--- src/rtl/alu_pkg.sv ---
// Shared encodings for the ALU datapath: logic op codes and serial FSM states.
package alu_pkg;

  localparam logic [1:0] OP_AND = 2'b00;
  localparam logic [1:0] OP_OR  = 2'b01;
  localparam logic [1:0] OP_XOR = 2'b10;
  localparam logic [1:0] OP_NOR = 2'b11;

  typedef enum logic [1:0] {
    ST_IDLE = 2'b00,
    ST_RUN  = 2'b01,
    ST_DONE = 2'b10
  } state_t;

endpackage

--- src/rtl/logic_slice.sv ---
// One slice of bitwise logic: AND/OR/XOR/NOR selected by op.
module logic_slice
  import alu_pkg::*;
#(
  parameter int slice = 8
) (
  input  logic [1:0]       op,
  input  logic [slice-1:0] a,
  input  logic [slice-1:0] b,
  output logic [slice-1:0] y
);

  always_comb begin
    y = '0;
    unique case (1'b1)
      (op == OP_AND): y = a & b;
      (op == OP_OR):  y = a | b;
      (op == OP_XOR): y = a ^ b;
      (op == OP_NOR): y = ~(a | b);
    endcase
  end

endmodule

--- src/rtl/alu_logic_serial.sv ---
// Multicycle bitwise logic unit, slice bits per beat, LSB slice first.
// Optional registered zero flag: define ALU_LOGIC_SERIAL_ZERO_FLAG_EN.
module alu_logic_serial
  import alu_pkg::*;
#(
  parameter int size  = 32,
  parameter int slice = 8
) (
  input  logic            clk,
  input  logic            rst_n,
  input  logic            start,
  input  logic [1:0]      op,
  input  logic [size-1:0] a,
  input  logic [size-1:0] b,
  output logic            busy,
  output logic            done,
  output logic [size-1:0] result,
  output logic            zero
);

  localparam int n  = size / slice;
  localparam int cw = (n > 1) ? $clog2(n) : 1;

  state_t          state;
  state_t          state_nx;
  logic [cw-1:0]   cnt;
  logic [1:0]      op_q;
  logic [size-1:0] a_q;
  logic [size-1:0] b_q;
  logic [size-1:0] acc;
  logic [size-1:0] acc_nx;
  logic [slice-1:0] sl_y;
  logic            last;
  logic            accept;

  assign last   = (cnt == cw'(n - 1));
  assign accept = start &&
                  ((state == ST_IDLE) || (state == ST_DONE));
  assign busy   = (state == ST_RUN);
  assign done   = (state == ST_DONE);

  logic_slice #(
    .slice(slice)
  ) u_slice (
    .op(op_q),
    .a (a_q[int'(cnt)*slice +: slice]),
    .b (b_q[int'(cnt)*slice +: slice]),
    .y (sl_y)
  );

  always_comb begin
    acc_nx = acc;
    acc_nx[int'(cnt)*slice +: slice] = sl_y;
  end

  always_ff @(posedge clk or negedge rst_n) begin
    if (!rst_n) state <= ST_IDLE;
    else        state <= state_nx;
  end

  always_comb begin
    state_nx = state;
    unique case (state)
      ST_IDLE: if (start) state_nx = ST_RUN;
      ST_RUN:  if (last)  state_nx = ST_DONE;
      ST_DONE: state_nx = start ? ST_RUN : ST_IDLE;
      default: state_nx = ST_IDLE;
    endcase
  end

  always_ff @(posedge clk or negedge rst_n) begin
    if (!rst_n) begin
      cnt    <= '0;
      op_q   <= '0;
      a_q    <= '0;
      b_q    <= '0;
      acc    <= '0;
      result <= '0;
    end else if (accept) begin
      cnt  <= '0;
      op_q <= op;
      a_q  <= a;
      b_q  <= b;
      acc  <= '0;
    end else if (state == ST_RUN) begin
      acc <= acc_nx;
      cnt <= cnt + cw'(1);
      // result only ever sees a fully assembled word
      if (last) result <= acc_nx;
    end
  end

`ifdef ALU_LOGIC_SERIAL_ZERO_FLAG_EN
  always_ff @(posedge clk or negedge rst_n) begin
    if (!rst_n)
      zero <= 1'b0;
    else if (state == ST_RUN && last && !accept)
      zero <= (acc_nx == '0);
  end
`else
  assign zero = 1'b0;
`endif

endmodule

--- config.mk ---
export PLATFORM = sky130hd
export DESIGN_NAME = alu_logic_serial
export DESIGN_NICKNAME = d
export VERILOG_FILES = /design/src/rtl/alu_pkg.sv /design/src/rtl/logic_slice.sv /design/src/rtl/alu_logic_serial.sv
export SDC_FILE = /design/constraint.sdc
export NUM_CORES = 1
export LEC_CHECK = 0
export ABC_CLOCK_PERIOD_IN_PS = 5240
export BUFFER_PORTS_ARGS = -buffer_cell sky130_fd_sc_hd__buf_2
export CAP_MARGIN = 10
export CORE_MARGIN = 2
export CORE_UTILIZATION = 55
export CTS_CLUSTER_DIAMETER = 40
export DETAILED_ROUTE_END_ITERATION = 8
export GPL_TIMING_DRIVEN = 0
export PLACE_DENSITY = 0.78
export SETUP_SLACK_MARGIN = 0.02
export SLEW_MARGIN = 20
export SYNTH_ARGS = -nofsm -noshare
export SYNTH_HDL_FRONTEND = slang
export SYNTH_HIERARCHICAL = 1
export SYNTH_SLANG_ARGS = --single-unit
--- constraint.sdc ---
create_clock -name clk -period 5.24 [get_ports clk]
set_input_delay 0.262 -clock clk [delete_from_list [all_inputs] [get_ports clk]]
set_output_delay 0.262 -clock clk [all_outputs]
set_load 0.005 [all_outputs]
==> impl_metrics.tcl <==
set metrics [dict create \
    wirelength_mm 15.56 \
    final-hold-violation-count 0 \
    die_w_um 112.7 \
    reg2reg_to "result[31]" \
    vias 5058 \
    synth_area_sq_mm 0.006504 \
    top_layer "met4" \
    ios 104 \
    fin_nets 864 \
    whs_endpoint "a_q[20]" \
    avgViaCountPerCell 5.462 \
    drc 0 \
    synth_nets 741 \
    grt_pass1_wl_mm 25.86 \
    start_kind "flip-flop" \
    startpoint "cnt[0]" \
    avgSynthCellArea_sq_um 10.01 \
    setup_tns_ns 0 \
    synth_adder_area_share 0.04232 \
    final_antenna_net_count 0 \
    hp-start "a[20]" \
    drt_iter0_markers 246 \
    synth_cell_types 38 \
    min_path_cells 3 \
    yosysSeqAreaShare 0.5156 \
    peakVddDrop_uv 288.4 \
    power_density_mw_per_mm2 671.0 \
    tritoncts "yes" \
    rsz0062_at_grt "false" \
    synth_top_family_by_area "simple AND/OR/NAND/NOR gates" \
    grt_start_max_net_pins 70 \
    core_area_sq_mm 0.01147 \
    synth_warnings 6 \
    fmax_ghz 0.3039 \
    rr_worst_depth 11 \
    wl_per_cell_um 16.80 \
    required_ns 5.58 \
    antenna_found_initial 0 \
    synth_simple_gate_area_share 0.2076 \
    n_antenna_cell 0 \
    synthesis.instances 650 \
    hpwl_mm 10.82 \
    ys_ff_latch 134 \
    first_global_vias 5154 \
    slew_viol_final 0 \
    cts_root_buf "clkbuf_16" \
    area.sequential_sq_mm 0.003353 \
    port_buffers 102 \
    synth.area.mux_share 0.07157 \
    drt-pass1-iter-count 4 \
    period_minus_slack_ns 3.290 \
    reg2reg_slack_ns 1.95 \
    path_class "reg -> reg" \
    clk_path_buf_depth 2 \
    setup_viol 0 \
    cp-end-kind "flip-flop" \
    skew_ns 0.008334 \
    slew_headroom 0.5421 \
    worstMarginPinSlew_ns 0.6844 \
    post-route-period-util 0.6279 \
    fill_cells 870 \
    dieArea_sq_mm 0.01271 \
    multi_input_area_sq_mm 0.002836 \
    synthXorXnorAreaFrac 0 \
    rows 39 \
    maxCapViolations 0 \
    m1WireLength_mm 6.713 \
    start_util 0.5672 \
    final_area_sq_mm 0.007791 \
    placed_area_sq_mm 0.007231 \
    grt_overflow 0 \
    die_h_um 112.7 \
    worstPathMaxFanout 10 \
    cts_setup_buffers 0 \
    clk_latency_ns 0.41 \
    p_leak_uw 0.003999 \
    status "completed" \
    synth-compound-area-share 0.1141 \
    clkTransAtPathRegs_ns 0.05 \
    cp.arrival_ns 3.63 \
    cts.sinks 134 \
    numCtsBuffers 17 \
    dr_wl_met2_mm 7.687 \
    wl_met3_um 929 \
    r2r_start "cnt[0]" \
    hold_class "in -> reg" \
    ctsHtreeMaxLevel 4 \
    drive_above_1_share 0.2465 \
    area_delta_synth_final_pct 19.80 \
    gp_congestion 0.8438 \
    grtUsageTotal 0.2611 \
]
worst max-delay path: stages (launching register included):
cell and delay, ns:
dfrtp_1 0.56, buf_6 0.26, buf_4 0.26, mux4_2 0.57, inv_1 0.08, ha_1 0.16, nor2b_2 0.05, o21bai_1 0.15
a21oi_1 0.46, nor2b_1 0.38, a21oi_1 0.13, a21oi_1 0.16
worst max-delay path by stage:
stage                      end  slack (ns)  cells past startpoint
floorplan           result[22]        2.59                     10
global placement    result[12]        2.04                     11
detailed placement  result[28]        2.00                     11
CTS                 result[31]        1.96                     11
global route        result[31]        1.71                     11
finish              result[31]        1.95                     11
power by group:
group / internal (uW) / leakage [uW] / total (uW) / switching (uW)
Sequential: 1470 / 0.00170 / 1720 / 253
Clock: 705 / 0.000275 / 1120 / 412
Combinational: 984 / 0.00202 / 2390 / 1400
kinds of logic after synthesis:
family	Yosys count
mux	23
buf+inv	65
simple gates	293
fa+ha+maj	22
compound gates	112
flops	134
other cells	1
cell type report:
cell class,count,area share
tap,143,0.02296
buffer,45,0.03067
multi-input combinational,451,0.3641
clock buffer,25,0.06488
clock inverter,4,0.005781
sequential,134,0.4304
inverter,20,0.009635
timing repair buffer,104,0.07162
per-layer routing:
metal	vias up	global-route usage
li1	2414	-
met1	2466	0.3448
met2	160	0.4359
met3	18	0.05517
met4	0	0.08537
met5	-	0
cell usage after synthesis:
cell type  count  area [sq um]
nand2_1      200         750.7
dfrtp_1      134          3353
a21oi_1       61         305.3
nor2b_1       39         244.0
a22o_1        32         280.3
nor2_1        26         97.59
ha_1          22         275.3
inv_1         19         71.32
clkbuf_1      17         63.81
mux4_2        16         360.4
buf_2         15         75.07
nor3_1         8         40.04
o21bai_1       8         60.06
a32o_1         7         70.07
mux2_4         7         105.1
buf_4          5         37.54
buf_6          4         45.04
nor2b_4        4         55.05
nor2b_2        3         26.28
and3b_1        2         17.52
buf_1          2         7.510
clkbuf_2       2         10.01
o21ai_0        2         10.01
a32oi_1        1         8.760
and2_1         1         6.260
and3_4         1         11.26
and4b_2        1         11.26
and4bb_2       1         12.51
conb_1         1         3.750
inv_2          1         3.750
nand2b_1       1         6.260
nand2b_2       1         8.760
nand2b_4       1         13.76
nand3_1        1         5.000
nor3_2         1         10.01
nor4b_4        1         23.77
nor4bb_1       1         10.01
o31ai_1        1         7.510
cells in the final DEF, fill, tap and decap left out, types with 17 or more instances in the layout:
cell type and count:
a21oi_1 61, a22o_1 32, buf_2 116, clkbuf_1 20
clkbuf_16 17, dfrtp_1 134, ha_1 22, inv_1 19
nand2_1 200, nor2_1 26, nor2b_1 39
what timing repair did:
action | CTS | global route
hold buffers | 1 | 0
endpoints found under the hold margin | 68 | 0
gates resized for setup | 0 | 0
through the flow:
step                std cells  power, uW  utilization  worst slack [ns]  hold slack [ns]
finish                    926       5228       0.6794             1.950          0.03417
global route              926       5586       0.6794             1.709          0.02445
CTS                       926       5230       0.6794             1.961          0.02590
detailed placement        896       4087       0.6306             2.004           0.2485
global placement          895       3971       0.6273             2.043           0.4530
floorplan                 650       3327            -             2.588         -0.03359
flip-flops by register name (all words and copies together) (netlist names):
name and cells:
a_q 32, cnt 2, state 2, b_q 32, op_q 2, acc 32
result 32
No activity file was read; power rests on OpenSTA's default activity.
